`src/rtl/pipeline_hazard_ctrl_pkg.sv`:
```
// Shared types and constants for the pipeline stall/flush sequencer.
package pipe_ctrl_pkg;

  localparam int unsigned WAIT_W = 16;
  localparam logic [4:0]  REG_X0 = 5'd0;

  typedef enum logic [1:0] {
    ST_RUN      = 2'd0,
    ST_MEM_WAIT = 2'd1,
    ST_ERROR    = 2'd2
  } pipe_state_e;

  typedef struct packed {
    logic write;
    logic flush;
  } stage_ctrl_t;

  localparam stage_ctrl_t STAGE_IDLE = '{write: 1'b0, flush: 1'b0};
  localparam stage_ctrl_t STAGE_ADV  = '{write: 1'b1, flush: 1'b0};

endpackage

```
`src/rtl/pipeline_hazard_ctrl_if.sv`:
```
// Hazard inputs, stage controls and status of the pipeline stall/flush sequencer.
interface pipeline_hazard_ctrl_if #(parameter int unsigned CNT_W = 32);

  logic [4:0]       ifid_rs1;
  logic [4:0]       ifid_rs2;
  logic [4:0]       idex_rd;
  logic             idex_memread;
  logic             exmem_branch;
  logic             exmem_zero;
  logic             exmem_memread;
  logic             exmem_memwrite;
  logic             dmem_ready;
  logic             dmem_req;
  logic             pc_write;
  logic             ifid_write;
  logic             idex_write;
  logic             exmem_write;
  logic             memwb_write;
  logic             ifid_flush;
  logic             idex_flush;
  logic             exmem_flush;
  logic             memwb_bubble;
  logic             pc_sel_branch;
  logic             mem_timeout;
  logic [1:0]       state;
  logic [CNT_W-1:0] stall_cycles;
  logic [CNT_W-1:0] flush_events;

  modport slave (
    input  ifid_rs1, ifid_rs2, idex_rd, idex_memread, exmem_branch, exmem_zero,
           exmem_memread, exmem_memwrite, dmem_ready,
    output dmem_req, pc_write, ifid_write, idex_write, exmem_write, memwb_write,
           ifid_flush, idex_flush, exmem_flush, memwb_bubble, pc_sel_branch,
           mem_timeout, state, stall_cycles, flush_events
  );

  modport master (
    output ifid_rs1, ifid_rs2, idex_rd, idex_memread, exmem_branch, exmem_zero,
           exmem_memread, exmem_memwrite, dmem_ready,
    input  dmem_req, pc_write, ifid_write, idex_write, exmem_write, memwb_write,
           ifid_flush, idex_flush, exmem_flush, memwb_bubble, pc_sel_branch,
           mem_timeout, state, stall_cycles, flush_events
  );

endinterface

```
`src/rtl/pipeline_hazard_ctrl_sat_counter.sv`:
```
// Saturating up-counter with synchronous clear; holds at all-ones.
module sat_counter #(
  parameter int unsigned W = 32
) (
  input  logic         clk,
  input  logic         reset,
  input  logic         inc,
  input  logic         clear,
  output logic [W-1:0] count
);

  always_ff @(posedge clk or posedge reset) begin
    if (reset) begin
      count <= '0;
    end else if (clear) begin
      count <= '0;
    end else if (inc && (count != '1)) begin
      count <= count + W'(1);
    end
  end

endmodule

```
`src/rtl/pipeline_hazard_ctrl.sv`:
```
// Stall/flush sequencer for the 5-stage pipeline: load-use bubbles, branch flushes,
// data-memory wait freezes with timeout, and saturating performance counters.
module pipeline_hazard_ctrl
  import pipe_ctrl_pkg::*;
#(
  parameter int unsigned CNT_W       = 32,
  parameter int unsigned MEM_TIMEOUT = 255
) (
  input  logic                  clk,
  input  logic                  reset,
  pipeline_hazard_ctrl_if.slave bus
);

  pipe_state_e       state_q, state_d;
  logic [WAIT_W-1:0] wait_q, wait_d;
  logic              timeout_q, timeout_d;
  logic [WAIT_W:0]   wait_inc_c;

  stage_ctrl_t pc_c, ifid_c, idex_c, exmem_c, memwb_c;
  logic        req_c, flush_inc_c;
  logic        mem_op_c, taken_c, lu_c;

  assign mem_op_c   = bus.exmem_memread | bus.exmem_memwrite;
  assign taken_c    = bus.exmem_branch & bus.exmem_zero;
  assign lu_c       = bus.idex_memread && (bus.idex_rd != REG_X0) &&
                      ((bus.idex_rd == bus.ifid_rs1) || (bus.idex_rd == bus.ifid_rs2));
  assign wait_inc_c = {1'b0, wait_q} + (WAIT_W+1)'(1);

  always_ff @(posedge clk or posedge reset) begin
    if (reset) begin
      state_q   <= ST_RUN;
      wait_q    <= '0;
      timeout_q <= 1'b0;
    end else begin
      state_q   <= state_d;
      wait_q    <= wait_d;
      timeout_q <= timeout_d;
    end
  end

  // Stage controls are combinational; pc_c.flush carries the branch-target select
  // and memwb_c.flush carries the MEM/WB bubble.
  always_comb begin
    state_d     = state_q;
    wait_d      = wait_q;
    timeout_d   = timeout_q;
    req_c       = 1'b0;
    flush_inc_c = 1'b0;
    pc_c        = STAGE_IDLE;
    ifid_c      = STAGE_IDLE;
    idex_c      = STAGE_IDLE;
    exmem_c     = STAGE_IDLE;
    memwb_c     = STAGE_IDLE;

    case (state_q)
      ST_RUN: begin
        if (mem_op_c) begin
          req_c = 1'b1;
          if (bus.dmem_ready) begin
            pc_c = STAGE_ADV; ifid_c = STAGE_ADV; idex_c = STAGE_ADV;
            exmem_c = STAGE_ADV; memwb_c = STAGE_ADV;
          end else begin
            memwb_c.flush = 1'b1;
            wait_d        = WAIT_W'(1);
            if (MEM_TIMEOUT <= 1) begin
              state_d   = ST_ERROR;
              timeout_d = 1'b1;
            end else begin
              state_d = ST_MEM_WAIT;
            end
          end
        end else if (taken_c) begin
          pc_c = '{write: 1'b1, flush: 1'b1};
          ifid_c = '{write: 1'b1, flush: 1'b1};
          idex_c = '{write: 1'b1, flush: 1'b1};
          exmem_c = '{write: 1'b1, flush: 1'b1};
          memwb_c = STAGE_ADV;
          flush_inc_c = 1'b1;
        end else if (lu_c) begin
          idex_c = '{write: 1'b1, flush: 1'b1};
          exmem_c = STAGE_ADV; memwb_c = STAGE_ADV;
        end else begin
          pc_c = STAGE_ADV; ifid_c = STAGE_ADV; idex_c = STAGE_ADV;
          exmem_c = STAGE_ADV; memwb_c = STAGE_ADV;
        end
      end
      ST_MEM_WAIT: begin
        req_c = 1'b1;
        if (bus.dmem_ready) begin
          pc_c = STAGE_ADV; ifid_c = STAGE_ADV; idex_c = STAGE_ADV;
          exmem_c = STAGE_ADV; memwb_c = STAGE_ADV;
          state_d = ST_RUN;
        end else begin
          memwb_c.flush = 1'b1;
          wait_d        = wait_inc_c[WAIT_W-1:0];
          if (wait_inc_c >= (WAIT_W+1)'(MEM_TIMEOUT)) begin
            state_d   = ST_ERROR;
            timeout_d = 1'b1;
          end
        end
      end
      ST_ERROR: begin
        memwb_c.flush = 1'b1;
      end
      default: begin
        state_d = ST_RUN;
      end
    endcase

    if (reset) begin
      req_c   = 1'b0;
      pc_c    = STAGE_IDLE;
      ifid_c  = STAGE_IDLE;
      idex_c  = STAGE_IDLE;
      exmem_c = STAGE_IDLE;
      memwb_c = STAGE_IDLE;
    end
  end

  assign bus.dmem_req      = req_c;
  assign bus.pc_write      = pc_c.write;
  assign bus.ifid_write    = ifid_c.write;
  assign bus.idex_write    = idex_c.write;
  assign bus.exmem_write   = exmem_c.write;
  assign bus.memwb_write   = memwb_c.write;
  assign bus.ifid_flush    = ifid_c.flush;
  assign bus.idex_flush    = idex_c.flush;
  assign bus.exmem_flush   = exmem_c.flush;
  assign bus.memwb_bubble  = memwb_c.flush;
  assign bus.pc_sel_branch = pc_c.flush;
  assign bus.mem_timeout   = timeout_q;
  assign bus.state         = state_q;

  sat_counter #(.W(CNT_W)) u_stall_cnt (
    .clk   (clk),
    .reset (reset),
    .inc   (~pc_c.write),
    .clear (1'b0),
    .count (bus.stall_cycles)
  );

  sat_counter #(.W(CNT_W)) u_flush_cnt (
    .clk   (clk),
    .reset (reset),
    .inc   (flush_inc_c),
    .clear (1'b0),
    .count (bus.flush_events)
  );

endmodule

```
`src/flat_wrapper.sv`:
```
// flat-port wrapper written by rule: the top's interface ports become plain ports
module pipeline_hazard_ctrl_flat import pipe_ctrl_pkg::*;
#(
  parameter int unsigned CNT_W       = 32,
  parameter int unsigned MEM_TIMEOUT = 255
)
  (clk, reset, bus_ifid_rs1, bus_ifid_rs2, bus_idex_rd, bus_idex_memread, bus_exmem_branch, bus_exmem_zero, bus_exmem_memread, bus_exmem_memwrite, bus_dmem_ready, bus_dmem_req, bus_pc_write, bus_ifid_write, bus_idex_write, bus_exmem_write, bus_memwb_write, bus_ifid_flush, bus_idex_flush, bus_exmem_flush, bus_memwb_bubble, bus_pc_sel_branch, bus_mem_timeout, bus_state, bus_stall_cycles, bus_flush_events);
  pipeline_hazard_ctrl_if #(.CNT_W(CNT_W)) bus_i ();
  input  logic clk;
  input  logic reset;
  input wire logic [$bits(bus_i.ifid_rs1)-1:0] bus_ifid_rs1;
  input wire logic [$bits(bus_i.ifid_rs2)-1:0] bus_ifid_rs2;
  input wire logic [$bits(bus_i.idex_rd)-1:0] bus_idex_rd;
  input wire logic [$bits(bus_i.idex_memread)-1:0] bus_idex_memread;
  input wire logic [$bits(bus_i.exmem_branch)-1:0] bus_exmem_branch;
  input wire logic [$bits(bus_i.exmem_zero)-1:0] bus_exmem_zero;
  input wire logic [$bits(bus_i.exmem_memread)-1:0] bus_exmem_memread;
  input wire logic [$bits(bus_i.exmem_memwrite)-1:0] bus_exmem_memwrite;
  input wire logic [$bits(bus_i.dmem_ready)-1:0] bus_dmem_ready;
  output wire logic [$bits(bus_i.dmem_req)-1:0] bus_dmem_req;
  output wire logic [$bits(bus_i.pc_write)-1:0] bus_pc_write;
  output wire logic [$bits(bus_i.ifid_write)-1:0] bus_ifid_write;
  output wire logic [$bits(bus_i.idex_write)-1:0] bus_idex_write;
  output wire logic [$bits(bus_i.exmem_write)-1:0] bus_exmem_write;
  output wire logic [$bits(bus_i.memwb_write)-1:0] bus_memwb_write;
  output wire logic [$bits(bus_i.ifid_flush)-1:0] bus_ifid_flush;
  output wire logic [$bits(bus_i.idex_flush)-1:0] bus_idex_flush;
  output wire logic [$bits(bus_i.exmem_flush)-1:0] bus_exmem_flush;
  output wire logic [$bits(bus_i.memwb_bubble)-1:0] bus_memwb_bubble;
  output wire logic [$bits(bus_i.pc_sel_branch)-1:0] bus_pc_sel_branch;
  output wire logic [$bits(bus_i.mem_timeout)-1:0] bus_mem_timeout;
  output wire logic [$bits(bus_i.state)-1:0] bus_state;
  output wire logic [$bits(bus_i.stall_cycles)-1:0] bus_stall_cycles;
  output wire logic [$bits(bus_i.flush_events)-1:0] bus_flush_events;
  assign bus_i.ifid_rs1 = bus_ifid_rs1;
  assign bus_i.ifid_rs2 = bus_ifid_rs2;
  assign bus_i.idex_rd = bus_idex_rd;
  assign bus_i.idex_memread = bus_idex_memread;
  assign bus_i.exmem_branch = bus_exmem_branch;
  assign bus_i.exmem_zero = bus_exmem_zero;
  assign bus_i.exmem_memread = bus_exmem_memread;
  assign bus_i.exmem_memwrite = bus_exmem_memwrite;
  assign bus_i.dmem_ready = bus_dmem_ready;
  assign bus_dmem_req = bus_i.dmem_req;
  assign bus_pc_write = bus_i.pc_write;
  assign bus_ifid_write = bus_i.ifid_write;
  assign bus_idex_write = bus_i.idex_write;
  assign bus_exmem_write = bus_i.exmem_write;
  assign bus_memwb_write = bus_i.memwb_write;
  assign bus_ifid_flush = bus_i.ifid_flush;
  assign bus_idex_flush = bus_i.idex_flush;
  assign bus_exmem_flush = bus_i.exmem_flush;
  assign bus_memwb_bubble = bus_i.memwb_bubble;
  assign bus_pc_sel_branch = bus_i.pc_sel_branch;
  assign bus_mem_timeout = bus_i.mem_timeout;
  assign bus_state = bus_i.state;
  assign bus_stall_cycles = bus_i.stall_cycles;
  assign bus_flush_events = bus_i.flush_events;
  pipeline_hazard_ctrl #(.CNT_W(CNT_W), .MEM_TIMEOUT(MEM_TIMEOUT)) u_core (.clk(clk), .reset(reset), .bus(bus_i));
endmodule
```
`config.mk`:
```
export PLATFORM = sky130hd
export DESIGN_NAME = pipeline_hazard_ctrl_flat
export DESIGN_NICKNAME = d
export VERILOG_FILES = /design/src/rtl/pipeline_hazard_ctrl_pkg.sv /design/src/rtl/pipeline_hazard_ctrl_if.sv /design/src/rtl/pipeline_hazard_ctrl_sat_counter.sv /design/src/rtl/pipeline_hazard_ctrl.sv /design/src/flat_wrapper.sv
export SDC_FILE = /design/constraint.sdc
export NUM_CORES = 1
export LEC_CHECK = 0
export ABC_CLOCK_PERIOD_IN_PS = 2600
export CORE_ASPECT_RATIO = 2
export CORE_MARGIN = 1
export CORE_UTILIZATION = 30
export CTS_CLUSTER_SIZE = 14
export DETAILED_ROUTE_END_ITERATION = 10
export PLACE_DENSITY = 0.56
export SYNTH_ARGS = -nofsm -noshare
export SYNTH_HDL_FRONTEND = slang
export SYNTH_HIERARCHICAL = 1
export SYNTH_SLANG_ARGS = --single-unit
```
`constraint.sdc`:
```
create_clock -name clk -period 2.6 [get_ports clk]
set_input_delay 0.65 -clock clk [delete_from_list [all_inputs] [get_ports clk]]
set_output_delay 0.65 -clock clk [all_outputs]
set_load 0.02 [all_outputs]
```
==> flow_summary.ini <==
[status]
status = finished, violations left
violations = negative setup slack

[timing]
setup_viol = 20
max_slew_margin = 0.512
fmax_ghz = 0.375
layout_setup_ws_ps = -70.0
drv_slew = 0
rsz0062_at_grt = yes
tns_ps = -756
clock_skew_ps = 10.1
finalCritPeriodShare = 1.03
worst_pin_slew_ps = 725
finalCriticalPeriod_ps = 2670
hold_viol = 0

[floorplanning]
rows = 67
die_h_um = 188
dieWidth_um = 94.8
start_util = 0.308
ios = 101
die-area_um2 = 17800
core_area_um2 = 16800

[critical_path]
path_class = in -> out
startpoint_type = input pin
max_stage_delay_ps = 540
reg2reg_from = u_core/u_flush_cnt/count[7]$_DFFE_PP0P_
end_kind = output pin
crit_top_cell = buf_6
crit_slowest_cell = or4_4
cp_data_arrival_time_ps = 2020
path_cells = buf_6, or4_4, o21ai_4, a21oi_4, buf_6, a41oi_4, buf_6
worstPathRequired_ps = 1950
crit_path_start = bus_idex_rd[1]
critPathMaxFanout = 2

[cells_and_area]
fin_area_um2 = 7520
regArea_um2 = 2080
drive_gt1_frac = 0.248
area_delta_synth_final_pct = 45.7
num_antenna_cells = 0
final_common_cell = dfrtp_1
num-fill-cells = 1623
multi_input_comb_area_um2 = 3260
nets = 750
layout_common_cells = 83 x dfrtp_1, 70 x clkdlybuf4s50_1, 59 x buf_4
fin_cells = 934

[power]
p_leak_nw = 2.92
ir_drop_v = 0.000350
p_per_area_nw_per_um2 = 435

[placement]
gp_congestion = 0.882
dpl_cell_area_um2 = 6870
hpwlAfterDp_um = 12000
port_buffers = 100
dp.cells = 911

[logic_synthesis]
synth_top_cell_area_share = 0.402
ys_seq_area_frac = 0.402
synthArstFlopShare = 1.00
syn_inst = 562
synthTopCellsByArea = dfrtp_1 40%, a21oi_1 4.5%, o31ai_1 3.8%
synth-edff-count = 0
syn_area_um2 = 5160
syn_area_per_cell_um2 = 9.19
synth-seq-cells = 83
synth-main-ff-cell = dfrtp_1
synth_largest_area_cell = dfrtp_1
yosysUniqueCellTypes = 65
ys_warn_count = 6

[cts]
numClockSinks = 83
cts_root_buf = clkbuf_16
path_clk_slew_ps = 60
hold_buffers = 0
clk_latency_ps = 330
htreeDepth = 3
cts_inserted_buffers = 9
cts_tree = done
ctsLongestPathBuffers = 2

[route]
drc = 0
dr_total_vias = 5082
wl_per_cell_um = 17.1
dr.pass1.iters = 4
drt_iter0_drc = 202
vias_per_cell = 5.44
ant_nets = 0
wirelength_um = 16000

[hold_path]
holdCritPathClass = reg -> reg
hp-start = u_core/wait_q[15]$_DFFE_PP0P_

[flow_run]
drv_cap = 0

[grt]
use_met2 = 0.366
grt_pass1_vias = 5434
grt-ovfl-total = 0
use_met1 = 0.183
grt.total_usage = 0.188
grt_pass1_wl_um = 26200
top_usage_layer = met2
antenna_found_initial = 0
use_met3 = 0.0276
grt_max_degree = 33
worst paths after layout:
check	end	slack [ps]	cells past startpoint
min	u_core/wait_q[15]$_DFFE_PP0P_	530	1
min reg2reg	u_core/wait_q[15]$_DFFE_PP0P_	530	1
max	bus_ifid_write	-70	7
max reg2reg	u_core/u_flush_cnt/count[26]$_DFFE_PP0P_	130	6
min in group asynchronous	u_core/wait_q[8]$_DFFE_PP0P_	770	3
max in group asynchronous	u_core/u_stall_cnt/count[6]$_DFFE_PP0P_	1230	4
layer usage:
| layer | vias up | share of wire |
|---|---|---|
| li1 | 2415 | - |
| met3 | 29 | 0.034 |
| met2 | 139 | 0.58 |
| met1 | 2499 | 0.35 |
| met5 | - | 0 |
| met4 | 0 | 0.035 |
sequential cells by signal, indices dropped and copies added (netlist names):
name                      cells
u_core/bus.mem_timeout        1
u_core/wait_q                16
u_core/bus.state              2
u_core/u_flush_cnt/count     32
u_core/u_stall_cnt/count     32
power by group:
group / switching [W] / internal [W] / leakage (nW)
registers: 0.0000697 / 0.00133 / 1.15
logic: 0.000279 / 0.000205 / 1.61
clock network: 0.000517 / 0.000867 / 0.155
synth_stat cells (all sizes together) (3+ instances only):
| master | count |
|---|---|
| o31ai | 27 |
| dfrtp | 83 |
| a211oi | 3 |
| nor4 | 20 |
| xnor2 | 21 |
| a41oi | 3 |
| nor2 | 46 |
| a21oi | 46 |
| nand3 | 30 |
| or3 | 22 |
| and4 | 5 |
| buf | 16 |
| a31oi | 3 |
| and3 | 5 |
| ha | 4 |
| xor2 | 12 |
| clkbuf | 11 |
| nor3 | 15 |
| o21ai | 37 |
| mux2 | 8 |
| nand4 | 19 |
| or2 | 3 |
| inv | 22 |
| or4 | 26 |
| nor2b | 7 |
| nand2 | 39 |
| o41ai | 3 |
| o311ai | 3 |
| and2 | 3 |
through the flow:
| stage | total power, W | hold WS, ps | worst slack (ps) | util |
|---|---|---|---|---|
| finish | 0.00327 | 527 | -70.0 | 0.449 |
| global route | 0.00345 | 539 | -173 | 0.449 |
| CTS | 0.00331 | 521 | -148 | 0.440 |
| detailed placement | 0.00190 | 504 | -943 | 0.410 |
| global placement | 0.00188 | 501 | -935 | 0.410 |
| floorplan | 0.00170 | 477 | -191 | - |
cell families after synthesis:
kind of cell               count (synthesis)  share of synthesized area
and+or+nand+nor                          245                      0.289
AOI/OAI and AO/OA                        137                      0.170
DFF                                       83                      0.402
buffers and inverters                     49                     0.0475
xor gates and xnor gates                  33                     0.0560
muxes                                     10                     0.0250
adders and majority gates                  4                    0.00970
other                                      1                   0.000726
layout make-up:
class,instances,share of cell area
multi-input cells,438,0.434
clock buffers,10,0.0318
flip-flops and latches,83,0.276
clock inverters,5,0.0113
repair buffers,169,0.202
well taps,207,0.0344
inverters,22,0.0110
timing repair:
item / in CTS / in global routing
hold endpoints to repair: 0 / 0
endpoints found under the setup margin: 63 / 40
buffers inserted: 6 / 2
cloned: 1 / 0
pin swaps: 26 / 25
resized for setup: 115 / 40
worst max-delay path, delay by kind of cell:
family | cells | cell delay (ps)
AND/OR/NAND/NOR | 1 | 540
buffers and inverters | 3 | 360
AO/OA/AOI/OAI | 3 | 460
Power figures use the tool's default switching activity.
